===== src/rtl/e203_thread_pc_bank_pkg.sv =====
// Shared definitions for the per-thread PC bank.
//   - FSM state encodings (2 bits) for the PC bank switch sequencer
//   - default reset PC of thread 1
//   - one-hot thread vector to index conversion, shared by per-thread banks
package e203_thread_pc_bank_pkg;

    localparam logic [1:0] E203_TPB_IDLE     = 2'd0;
    localparam logic [1:0] E203_TPB_DRAIN    = 2'd1;
    localparam logic [1:0] E203_TPB_REDIRECT = 2'd2;

    localparam logic [31:0] E203_TPB_THREAD1_BOOT_PC = 32'h8000_0100;

    // Lowest set bit wins; an all-zero vector maps to thread 0.
    function automatic logic e203_oh2idx(input logic [1:0] oh);
        return oh[0] ? 1'b0 : oh[1];
    endfunction

endpackage


===== src/rtl/e203_thread_pc_bank_if.sv =====
// Signal bundle between the context-switch controller / IFU side and the
// thread PC bank.
//   master : controller + IFU side (drives switch request, fetch status,
//            PC writes, redirect ready)
//   slave  : the PC bank (drives redirect request and ifetch_wait)
interface e203_thread_pc_bank_if #(
    parameter int unsigned THREADS_NUM = 2,
    parameter int unsigned PC_SIZE     = 32
);
    logic                   switch_en;
    logic [THREADS_NUM-1:0] thread_sel;
    logic [THREADS_NUM-1:0] thread_sel_next;
    logic [PC_SIZE-1:0]     ifu_cur_pc;
    logic                   ifu_rsp_pending;
    logic                   pc_wr_en;
    logic [THREADS_NUM-1:0] pc_wr_tid;
    logic [PC_SIZE-1:0]     pc_wr_data;
    logic                   redirect_vld;
    logic                   redirect_rdy;
    logic [PC_SIZE-1:0]     redirect_pc;
    logic                   ifetch_wait;

    modport master (
        output switch_en, thread_sel, thread_sel_next, ifu_cur_pc,
               ifu_rsp_pending, pc_wr_en, pc_wr_tid, pc_wr_data, redirect_rdy,
        input  redirect_vld, redirect_pc, ifetch_wait
    );

    modport slave (
        input  switch_en, thread_sel, thread_sel_next, ifu_cur_pc,
               ifu_rsp_pending, pc_wr_en, pc_wr_tid, pc_wr_data, redirect_rdy,
        output redirect_vld, redirect_pc, ifetch_wait
    );
endinterface


===== src/rtl/e203_thread_pc_regfile.sv =====
// Per-thread saved-PC bank: THREADS_NUM entries of PC_SIZE bits.
//   cap_en/cap_idx/cap_pc : resume-PC capture of the outgoing thread
//   wr_en/wr_idx/wr_pc    : software/debug write
//   rd_idx/rd_pc          : read port, forwards a same-cycle write
// Bit 0 of every stored PC is zero. Capture beats a write to the same entry.
module e203_thread_pc_regfile #(
    parameter int unsigned        THREADS_NUM     = 2,
    parameter int unsigned        PC_SIZE         = 32,
    parameter logic [PC_SIZE-1:0] THREAD1_BOOT_PC = '0
) (
    input  logic               clk,
    input  logic               rst_n,
    input  logic               cap_en,
    input  logic               cap_idx,
    input  logic [PC_SIZE-1:0] cap_pc,
    input  logic               wr_en,
    input  logic               wr_idx,
    input  logic [PC_SIZE-1:0] wr_pc,
    input  logic               rd_idx,
    output logic [PC_SIZE-1:0] rd_pc
);
    localparam logic [PC_SIZE-1:0] PC_MASK = {{(PC_SIZE-1){1'b1}}, 1'b0};

    logic [PC_SIZE-1:0] bank_q [THREADS_NUM];
    logic [PC_SIZE-1:0] bank_d [THREADS_NUM];

    always_comb begin
        for (int unsigned i = 0; i < THREADS_NUM; i++) begin
            bank_d[i] = bank_q[i];
            if (cap_en && (32'(cap_idx) == i)) begin
                bank_d[i] = cap_pc & PC_MASK;
            end else if (wr_en && (32'(wr_idx) == i)) begin
                bank_d[i] = wr_pc & PC_MASK;
            end
        end
    end

    always_ff @(posedge clk or negedge rst_n) begin
        if (!rst_n) begin
            for (int unsigned i = 0; i < THREADS_NUM; i++) begin
                bank_q[i] <= (i == 1) ? THREAD1_BOOT_PC : '0;
            end
        end else begin
            for (int unsigned i = 0; i < THREADS_NUM; i++) begin
                bank_q[i] <= bank_d[i];
            end
        end
    end

    // Forward a write landing on the entry being read this cycle.
    always_comb begin
        rd_pc = bank_q[rd_idx];
        if (wr_en && (wr_idx == rd_idx)) begin
            rd_pc = wr_pc & PC_MASK;
        end
    end

endmodule


===== src/rtl/e203_thread_pc_bank.sv =====
// Thread PC bank and switch sequencer.
// On a switch request it saves the outgoing thread's resume PC, waits for
// outstanding IFU fetches to drain, then redirects the IFU to the incoming
// thread's saved PC. ifetch_wait is high for the whole sequence.
//   clk, rst_n  : core clock, asynchronous active-low reset
//   bus (slave) : switch request, IFU status, PC writes, redirect handshake
//   switch_cnt  : saturating count of completed switches
module e203_thread_pc_bank
    import e203_thread_pc_bank_pkg::*;
#(
    parameter int unsigned        THREADS_NUM     = 2,
    parameter int unsigned        PC_SIZE         = 32,
    parameter logic [PC_SIZE-1:0] THREAD1_BOOT_PC = E203_TPB_THREAD1_BOOT_PC,
    parameter int unsigned        CNT_W           = 16
) (
    input  logic                 clk,
    input  logic                 rst_n,
    e203_thread_pc_bank_if.slave bus,
    output logic [CNT_W-1:0]     switch_cnt
);
    logic [1:0]         state_q, state_d;
    logic               tgt_q, tgt_d;
    logic [PC_SIZE-1:0] redirect_pc_q, redirect_pc_d;
    logic               redirect_vld_q, redirect_vld_d;
    logic [CNT_W-1:0]   switch_cnt_q, switch_cnt_d;

    logic               cap_en;
    logic [PC_SIZE-1:0] rd_pc;

    e203_thread_pc_regfile #(
        .THREADS_NUM     (THREADS_NUM),
        .PC_SIZE         (PC_SIZE),
        .THREAD1_BOOT_PC (THREAD1_BOOT_PC)
    ) u_regfile (
        .clk     (clk),
        .rst_n   (rst_n),
        .cap_en  (cap_en),
        .cap_idx (e203_oh2idx(bus.thread_sel)),
        .cap_pc  (bus.ifu_cur_pc),
        .wr_en   (bus.pc_wr_en),
        .wr_idx  (e203_oh2idx(bus.pc_wr_tid)),
        .wr_pc   (bus.pc_wr_data),
        .rd_idx  (tgt_q),
        .rd_pc   (rd_pc)
    );

    always_comb begin
        state_d        = state_q;
        tgt_d          = tgt_q;
        redirect_pc_d  = redirect_pc_q;
        redirect_vld_d = redirect_vld_q;
        switch_cnt_d   = switch_cnt_q;
        cap_en         = 1'b0;
        case (state_q)
            E203_TPB_IDLE: begin
                if (bus.switch_en) begin
                    cap_en  = 1'b1;
                    tgt_d   = e203_oh2idx(bus.thread_sel_next);
                    state_d = E203_TPB_DRAIN;
                end
            end
            E203_TPB_DRAIN: begin
                if (!bus.ifu_rsp_pending) begin
                    redirect_pc_d  = rd_pc;
                    redirect_vld_d = 1'b1;
                    state_d        = E203_TPB_REDIRECT;
                end
            end
            E203_TPB_REDIRECT: begin
                if (redirect_vld_q && bus.redirect_rdy) begin
                    redirect_vld_d = 1'b0;
                    if (switch_cnt_q != '1) begin
                        switch_cnt_d = switch_cnt_q + CNT_W'(1);
                    end
                    state_d = E203_TPB_IDLE;
                end
            end
            default: state_d = E203_TPB_IDLE;
        endcase
    end

    always_ff @(posedge clk or negedge rst_n) begin
        if (!rst_n) begin
            state_q        <= E203_TPB_IDLE;
            tgt_q          <= 1'b0;
            redirect_pc_q  <= '0;
            redirect_vld_q <= 1'b0;
            switch_cnt_q   <= '0;
        end else begin
            state_q        <= state_d;
            tgt_q          <= tgt_d;
            redirect_pc_q  <= redirect_pc_d;
            redirect_vld_q <= redirect_vld_d;
            switch_cnt_q   <= switch_cnt_d;
        end
    end

    assign bus.redirect_vld = redirect_vld_q;
    assign bus.redirect_pc  = redirect_pc_q;
    assign bus.ifetch_wait  = (state_q != E203_TPB_IDLE);
    assign switch_cnt       = switch_cnt_q;

    // The controller gates switch_en with ifetch_wait, so a request while a
    // switch is in flight indicates an upstream problem; it is dropped.
    always @(posedge clk) begin
        if (rst_n) begin
            assert (!(bus.switch_en && state_q != E203_TPB_IDLE))
                else $warning("switch_en ignored while a switch is in progress");
            assert (!(bus.switch_en && state_q == E203_TPB_IDLE) ||
                    ($onehot(bus.thread_sel) && $onehot(bus.thread_sel_next)))
                else $error("thread_sel/thread_sel_next not one-hot");
            assert (!bus.pc_wr_en || $onehot(bus.pc_wr_tid))
                else $error("pc_wr_tid not one-hot");
        end
    end

endmodule


===== src/flat_wrapper.sv =====
// flat-port wrapper written by rule: the top's interface ports become plain ports
module e203_thread_pc_bank_flat import e203_thread_pc_bank_pkg::*;
#(
    parameter int unsigned        THREADS_NUM     = 2,
    parameter int unsigned        PC_SIZE         = 32,
    parameter logic [PC_SIZE-1:0] THREAD1_BOOT_PC = E203_TPB_THREAD1_BOOT_PC,
    parameter int unsigned        CNT_W           = 16
)
  (clk, rst_n, switch_cnt, bus_switch_en, bus_thread_sel, bus_thread_sel_next, bus_ifu_cur_pc, bus_ifu_rsp_pending, bus_pc_wr_en, bus_pc_wr_tid, bus_pc_wr_data, bus_redirect_rdy, bus_redirect_vld, bus_redirect_pc, bus_ifetch_wait);
  e203_thread_pc_bank_if #(.THREADS_NUM(THREADS_NUM), .PC_SIZE(PC_SIZE)) bus_i ();
  input  logic clk;
  input  logic rst_n;
  output logic [CNT_W-1:0] switch_cnt;
  input wire logic [$bits(bus_i.switch_en)-1:0] bus_switch_en;
  input wire logic [$bits(bus_i.thread_sel)-1:0] bus_thread_sel;
  input wire logic [$bits(bus_i.thread_sel_next)-1:0] bus_thread_sel_next;
  input wire logic [$bits(bus_i.ifu_cur_pc)-1:0] bus_ifu_cur_pc;
  input wire logic [$bits(bus_i.ifu_rsp_pending)-1:0] bus_ifu_rsp_pending;
  input wire logic [$bits(bus_i.pc_wr_en)-1:0] bus_pc_wr_en;
  input wire logic [$bits(bus_i.pc_wr_tid)-1:0] bus_pc_wr_tid;
  input wire logic [$bits(bus_i.pc_wr_data)-1:0] bus_pc_wr_data;
  input wire logic [$bits(bus_i.redirect_rdy)-1:0] bus_redirect_rdy;
  output wire logic [$bits(bus_i.redirect_vld)-1:0] bus_redirect_vld;
  output wire logic [$bits(bus_i.redirect_pc)-1:0] bus_redirect_pc;
  output wire logic [$bits(bus_i.ifetch_wait)-1:0] bus_ifetch_wait;
  assign bus_i.switch_en = bus_switch_en;
  assign bus_i.thread_sel = bus_thread_sel;
  assign bus_i.thread_sel_next = bus_thread_sel_next;
  assign bus_i.ifu_cur_pc = bus_ifu_cur_pc;
  assign bus_i.ifu_rsp_pending = bus_ifu_rsp_pending;
  assign bus_i.pc_wr_en = bus_pc_wr_en;
  assign bus_i.pc_wr_tid = bus_pc_wr_tid;
  assign bus_i.pc_wr_data = bus_pc_wr_data;
  assign bus_i.redirect_rdy = bus_redirect_rdy;
  assign bus_redirect_vld = bus_i.redirect_vld;
  assign bus_redirect_pc = bus_i.redirect_pc;
  assign bus_ifetch_wait = bus_i.ifetch_wait;
  e203_thread_pc_bank #(.THREADS_NUM(THREADS_NUM), .PC_SIZE(PC_SIZE), .THREAD1_BOOT_PC(THREAD1_BOOT_PC), .CNT_W(CNT_W)) u_core (.clk(clk), .rst_n(rst_n), .bus(bus_i), .switch_cnt(switch_cnt));
endmodule

===== config.mk =====
export PLATFORM = sky130hd
export DESIGN_NAME = e203_thread_pc_bank_flat
export DESIGN_NICKNAME = d
export VERILOG_FILES = /design/src/rtl/e203_thread_pc_bank_pkg.sv /design/src/rtl/e203_thread_pc_bank_if.sv /design/src/rtl/e203_thread_pc_regfile.sv /design/src/rtl/e203_thread_pc_bank.sv /design/src/flat_wrapper.sv
export SDC_FILE = /design/constraint.sdc
export NUM_CORES = 1
export LEC_CHECK = 0
export CELL_PAD_IN_SITES_DETAIL_PLACEMENT = 0
export CELL_PAD_IN_SITES_GLOBAL_PLACEMENT = 1
export CORE_MARGIN = 5
export CORE_UTILIZATION = 39
export CTS_BUF_LIST = sky130_fd_sc_hd__clkbuf_16
export DETAILED_ROUTE_END_ITERATION = 6
export MAX_ROUTING_LAYER = met4
export PLACE_DENSITY_LB_ADDON = 0.1
export SETUP_SLACK_MARGIN = 0.3
export SLEW_MARGIN = 15
export SYNTH_ARGS = -nofsm -noshare
export SYNTH_HDL_FRONTEND = slang
export SYNTH_SLANG_ARGS = --single-unit

===== constraint.sdc =====
create_clock -name clk -period 2.1 [get_ports clk]
set_input_delay 0.42 -clock clk [delete_from_list [all_inputs] [get_ports clk]]
set_output_delay 0.42 -clock clk [all_outputs]
set_load 0.02 [all_outputs]

## Word-level counts from Yosys, hierarchy flattened

Cells that the tools add are included.

- Register bits: 116
- Output and inout bits: 50
- Logic and storage cells: 56
- Input bits: 76

- $add $sub $neg: 1
- Reduce and logical (&&, ||, !) cells: 16
- Bitwise operators: 4
- Order comparisons: 1
- Equality and inequality tests: 7
- Multiplexer cells: 20

Operators with widths:

| kind | number |
|---|---|
| 32-bit two-way mux | 8 |
| 16-bit by 1-bit adder with 16-bit output (second input constant) | 1 |
| 16-bit != test (second input constant) | 1 |
| 3-bit AND reduction | 3 |
| 2-bit nonzero test | 4 |
| 1-bit two-way mux | 7 |
| 1-bit logical AND | 6 |
| 2-bit two-way mux | 3 |
| 2-bit case mux with 3 select lines | 1 |
| 2-bit != test (second input constant) | 2 |
| 2-bit AND reduction | 2 |
| 1-bit NOT | 3 |
| 2-bit by 1-bit == test with 1-bit output (second input constant) | 1 |
| 2-bit == test (second input constant) | 1 |
| 2-bit greater-or-equal comparator (second input constant) | 1 |
| 2-bit logical NOT | 1 |
| 2-bit by 1-bit != test with 1-bit output (second input constant) | 1 |
| 1-bit NOT with 2-bit output | 1 |
| 1-bit case mux with 2 select lines | 1 |
| 1-bit == test | 1 |

## Longest topological paths before layout

- Word-level depth: 5
- Mapped depth: 7
- Mapped depth without buffers: 5

## By module

From an unflattened synthesis, not the netlist that was laid out.

- Cells, all modules: 476
- Area total of the unflattened synthesis: 6094.6 µm²

By module, submodules not included:

| module | times used | seq. area each (µm²) | area each (µm²) | cells an instance |
|---|---|---|---|---|
| e203_thread_pc_regfile | 1 | 1554.0 | 3901.2 | 313 |
| e203_thread_pc_bank | 1 | 1301.2 | 2193.4 | 163 |

## Worst setup path before layout

Ideal clock, no wire load.

- Kind: register to register
- Start: reg u_core.switch_cnt_q[4] (netlist: u_core.switch_cnt[4])
- End: reg u_core.switch_cnt_q[1] (netlist: u_core.switch_cnt[1])
- Setup time: 0.125 ns
- Required time: 1.975 ns
- Path buffers: 1
- Slack: 0.447 ns
- Stages on the path, launching flop included: 6
- Arrival time: 1.528 ns
- Clock period less this slack: 1.653 ns
- Cell sequence: dfrtp_1 and4_4 and4_1 buf_6 a21oi_2 mux2_4

- Longest elaborated chain between the ends: 2

Ends and longest elaborated chain:

| item | line | source |
|---|---|---|
| start, declared | e203_thread_pc_bank.sv:25 | `logic [CNT_W-1:0] switch_cnt_q, switch_cnt_d;` |
| start signal, assigned | e203_thread_pc_bank.sv:94 | `switch_cnt_q <= switch_cnt_d;` |
| 16-bit != test | e203_thread_pc_bank.sv:72 | `if (switch_cnt_q != '1) begin` |
| 3-bit AND reduction (no line) | -- |  |

No other way between the ends.
A chain may end at the register's enable or synchronous reset.

## Worst setup path after layout

- Start: reg u_core.switch_cnt_q[8] (netlist: u_core.switch_cnt[8])
- End: out switch_cnt[8]

RTL lines:

| item | line | source |
|---|---|---|
| end, declared | flat_wrapper.sv:13 | `output logic [CNT_W-1:0] switch_cnt;` |

No word-level cell between the ends.

==> flow_summary.html <==
<table>
<tr><th>Metric</th><th>Value</th></tr>
<tr><th colspan="2">Worst setup path</th></tr>
<tr><td>Arrival time worst endpoint</td><td>around 1.3 ns</td></tr>
<tr><td>Count of buffer and inverter cells on the critical path</td><td>1</td></tr>
<tr><td>Type of element launching the critical path</td><td>register</td></tr>
<tr><td>Largest delay contributor family on the critical path</td><td>flip-flops</td></tr>
<tr><td>Series of cell instances along the critical path</td><td>dlygate4sd2_1</td></tr>
<tr><td>Type of destination of the critical path</td><td>primary output</td></tr>
<tr><td>Stage delay of the slowest cell on the critical path</td><td>around 0.47 ns</td></tr>
<tr><td>Data required time of the worst path</td><td>about 1.7 ns</td></tr>
<tr><td>Critical path class</td><td>register to primary output</td></tr>
<tr><td>Maximum net fanout on the critical path</td><td>6</td></tr>
<tr><td>Flop-to-flop setup slack</td><td>about 0.42 ns</td></tr>
<tr><td>CP max stage cell</td><td>dfrtp_1</td></tr>
<tr><th colspan="2">STA</th></tr>
<tr><td>Share of the cycle needed by the critical path after routing</td><td>about 80%</td></tr>
<tr><td>Sum of negative setup slack</td><td>0 ns</td></tr>
<tr><td>Hold Vio Cnt, Final</td><td>0</td></tr>
<tr><td>Achievable clock frequency</td><td>between 0.5 and 0.6 GHz</td></tr>
<tr><td># setup viols final</td><td>0</td></tr>
<tr><td>Worst Slack Setup Final</td><td>0.4169 ns</td></tr>
<tr><td>Slew Limit Fails</td><td>0</td></tr>
<tr><td>Fin crit period</td><td>1.683 ns</td></tr>
<tr><td>Tightest hold margin</td><td>0.002784 ns</td></tr>
<tr><td>Tightest Pin Transition</td><td>0.5728 ns</td></tr>
<tr><td>Fin Clk Skew</td><td>~0.0075 ns</td></tr>
<tr><td>Slew headroom</td><td>between 60% and 70%</td></tr>
<tr><td>Setup repair after global routing missed its margin</td><td>no</td></tr>
<tr><th colspan="2">Synth</th></tr>
<tr><td>Number of cells produced by synthesis</td><td>between 500 and 600</td></tr>
<tr><td>Count of different cell masters after synthesis</td><td>49</td></tr>
<tr><td>Flop and latch count out of synthesis</td><td>113</td></tr>
<tr><td>Seq/Total Area, Yosys</td><td>roughly half</td></tr>
<tr><td>Post-Syn Area per Cell</td><td>~10 sq um</td></tr>
<tr><td>Warnings from Yosys</td><td>0</td></tr>
<tr><td>Most used flip-flop cell after synthesis</td><td>dfrtp_1</td></tr>
<tr><td>Syn_nets</td><td>around 660</td></tr>
<tr><td>Number of synthesized flops with an enable pin</td><td>0</td></tr>
<tr><td>Summed instance area of the synthesized netlist</td><td>5818 sq um</td></tr>
<tr><td>Ys async rst share</td><td>100.0%</td></tr>
<tr><th colspan="2">Route</th></tr>
<tr><td>Total length of routed wires</td><td>between 15000 and 20000 um</td></tr>
<tr><td>Pre-Repair DR Iteration Count</td><td>4</td></tr>
<tr><td>Detail Route met2 WL</td><td>slightly below 8000 um</td></tr>
<tr><td>Wire length on met1</td><td>around 7600 um</td></tr>
<tr><td>Antenna-violating nets left</td><td>0</td></tr>
<tr><td>Post-DR vias/cell</td><td>around 5.3</td></tr>
<tr><td>Average wire per standard cell</td><td>around 18 um</td></tr>
<tr><td>Number of DRC markers after the initial detailed-route iteration</td><td>between 200 and 250</td></tr>
<tr><td>Remaining DRCs</td><td>0</td></tr>
<tr><td>Routed length on met3</td><td>around 700 um</td></tr>
<tr><td>Highest metal layer used by the detailed router</td><td>met4</td></tr>
<tr><td>Total number of vias</td><td>4765</td></tr>
<tr><th colspan="2">CTS</th></tr>
<tr><td>Number of hold buffers added after cts</td><td>0</td></tr>
<tr><td># Post-CTS Setup Buffers</td><td>0</td></tr>
<tr><td>Total CTS buffers</td><td>17</td></tr>
<tr><td>Number of sinks on the clock net</td><td>between 100 and 150</td></tr>
<tr><td>Cells resized by post-CTS repair</td><td>between 40 and 50</td></tr>
<tr><td>Clock Latency Late Sink</td><td>just over 0.4 ns</td></tr>
<tr><td>H-Tree Level Count</td><td>4</td></tr>
<tr><td>TritonCTS clock tree</td><td>built</td></tr>
<tr><td>Clock Pin Slew Worst Setup and Hold Paths</td><td>around 0.05 ns</td></tr>
<tr><td>Maximum buffer depth of the clock tree</td><td>2</td></tr>
<tr><td>Root Driver</td><td>clkbuf_16</td></tr>
<tr><th colspan="2">Placed design</th></tr>
<tr><td># placed instances</td><td>approximately 860</td></tr>
<tr><td>DP Area</td><td>around 7400 sq um</td></tr>
<tr><td>Number of port buffers</td><td>around 120</td></tr>
<tr><td>Minimum setup slack after placement</td><td>about 0.08 ns</td></tr>
<tr><td>Gp weighted congestion</td><td>about 0.77</td></tr>
<tr><td>Half-perimeter wire length after placement</td><td>between 10000 and 15000 um</td></tr>
<tr><th colspan="2">Layout</th></tr>
<tr><td>Final std cells w/o fill</td><td>just under 900</td></tr>
<tr><td>Diode count</td><td>0</td></tr>
<tr><td>Growth of design area from synthesis to finish</td><td>35.20%</td></tr>
<tr><td>Final standard cell area without fillers</td><td>7866 sq um</td></tr>
<tr><td>Most used cells in the layout excluding fill and tap cells</td><td>110 x dfrtp_1, 103 x nand2_1, 71 x clkdlybuf4s50_1</td></tr>
<tr><td>Final cell utilization of the core</td><td>a little over half</td></tr>
<tr><td>Net count, final</td><td>~780</td></tr>
<tr><td>Most frequent standard cell in the layout excluding fill and tap cells</td><td>dfrtp_1</td></tr>
<tr><td>Share of cells above drive strength 1</td><td>14.95%</td></tr>
<tr><th colspan="2">GRT</th></tr>
<tr><td>Global-route usage over all layers</td><td>19.78%</td></tr>
<tr><td>Vias in the first global route</td><td>~5100</td></tr>
<tr><td>Total gr overflow</td><td>0</td></tr>
<tr><td>Largest net degree at the start of global routing</td><td>39</td></tr>
<tr><td>Wire length of the first global-routing pass</td><td>around 27000 um</td></tr>
<tr><td>Antenna violations before repair</td><td>0</td></tr>
<tr><th colspan="2">Pwr</th></tr>
<tr><td>Lkg Pwr</td><td>between 3 and 4 nW</td></tr>
<tr><td>Net switching power</td><td>3.444 mW</td></tr>
<tr><td>Max IR drop VDD</td><td>approximately 700 uV</td></tr>
<tr><td>Share of power burned in registers</td><td>between 30% and 40%</td></tr>
<tr><td>Ratio of total power to cell area</td><td>approximately 1200 nW/um^2</td></tr>
<tr><td>Combinational power share</td><td>38.1%</td></tr>
<tr><td>Power, Total</td><td>9.787 mW</td></tr>
<tr><td>Internal power component</td><td>between 6 and 7 mW</td></tr>
<tr><td>Switching Share</td><td>approximately a third</td></tr>
<tr><td>Clock share of power</td><td>roughly a quarter</td></tr>
<tr><th colspan="2">Floorplanning</th></tr>
<tr><td>Top Ports</td><td>between 100 and 150</td></tr>
<tr><td>Die outline width</td><td>~130 um</td></tr>
<tr><td>Total number of placement rows</td><td>44</td></tr>
<tr><td>Floorplan Core Area</td><td>between 10000 and 15000 sq um</td></tr>
<tr><td>Initial Utilization</td><td>approximately two fifths</td></tr>
<tr><td>Die footprint</td><td>around 17000 sq um</td></tr>
<tr><td>Die H</td><td>around 130 um</td></tr>
<tr><th colspan="2">Min path</th></tr>
<tr><td>Worst min path class</td><td>input port to asynchronous set/reset pin</td></tr>
<tr><th colspan="2">Run status</th></tr>
<tr><td>Status</td><td>finished clean</td></tr>
<tr><th colspan="2">Flow run</th></tr>
<tr><td>Max Cap Violations</td><td>0</td></tr>
</table>
## cell families after synthesis
logic type               Yosys count  share of synthesized area, %
buffers and inverters             48                         3.785
flip-flops                       113                         48.65
AO/OA/AOI/OAI                    104                         10.62
XOR/XNOR                          14                         2.237
other                              1                       0.06445
AND/OR/NAND/NOR                  200                         16.88
multiplexers                      97                         17.55
adder cells (fa/ha/maj)            1                        0.2150
## final cells by class
class | instances | area, sq um
well taps | 184 | 230.2
multi-input cells | 417 | 2793
repair buffers | 147 | 1498
clock buffers | 17 | 425.4
fillers | 1329 | 6723
inverters | 2 | 7.507
flip-flops and latches | 113 | 2831
clock inverters | 13 | 81.33
## sequential cells by signal (all words and copies together), names as in the netlist
signal and flops:
u_core.switch_cnt 16, u_core.bus.redirect_pc 31, u_core.state_q 2, u_core.bus.redirect_vld 1, u_core.u_regfile.bank_q 62, u_core.tgt_q 1
## layer usage
layer	vias to the layer above	GRT usage, %
met5	-	-
li1	2304	-
met4	0	4.800
met1	2329	25.28
met2	119	31.56
met3	13	5.153
## worst register-to-register path, delay by kind of cell (launching register included)
family | cells | cell delay [ns]
AND/OR/NAND/NOR | 2 | 0.69
flip-flops | 1 | 0.46
multiplexers | 1 | 0.30
AO/OA/AOI/OAI | 1 | 0.11
## cell usage after synthesis, types with 2 or more instances
cell type / instances / area (sq um)
dfrtp_1: 111 / 2778
nand2_1: 105 / 394.1
mux2i_1: 63 / 630.6
nand4_1: 36 / 225.2
a21oi_1: 35 / 175.2
o21ai_0: 33 / 165.2
nor2_1: 32 / 120.1
o211ai_1: 32 / 240.2
mux2_2: 31 / 349.1
clkbuf_1: 23 / 86.33
buf_2: 18 / 90.09
xor2_1: 8 / 70.07
xnor2_1: 5 / 43.79
and3_1: 2 / 12.51
buf_4: 2 / 15.01
clkbuf_2: 2 / 10.01
dfstp_2: 2 / 52.55
mux2_4: 2 / 30.03
nand2b_1: 2 / 12.51
nand3_1: 2 / 10.01
nand3_2: 2 / 20.02
nand3b_1: 2 / 15.01
nor4_2: 2 / 25.02
## power by group through the flow
stage	Combinational (mW)	Sequential, mW	Clock [mW]
after floorplan	2.00	3.88	0
after global placement	3.91	3.55	0
after detailed placement	4.00	3.60	0
after CTS	3.79	3.56	2.56
after global routing	4.09	3.65	2.67
final	3.73	3.55	2.51
## final timing paths
kind | from | end | cells after the start
setup / recovery | u_core.switch_cnt[8] | switch_cnt[8] | 1
max in group asynchronous | rst_n | u_core.u_regfile.bank_q[31] | 2
hold reg to reg | u_core.bus.redirect_pc[15] | u_core.bus.redirect_pc[15] | 2
setup reg to reg | u_core.switch_cnt[4] | u_core.switch_cnt[1] | 4
min in group clk | u_core.bus.redirect_pc[15] | u_core.bus.redirect_pc[15] | 2
hold / removal | rst_n | u_core.switch_cnt[14] | 1
No activity file was read; power rests on OpenSTA's default activity.
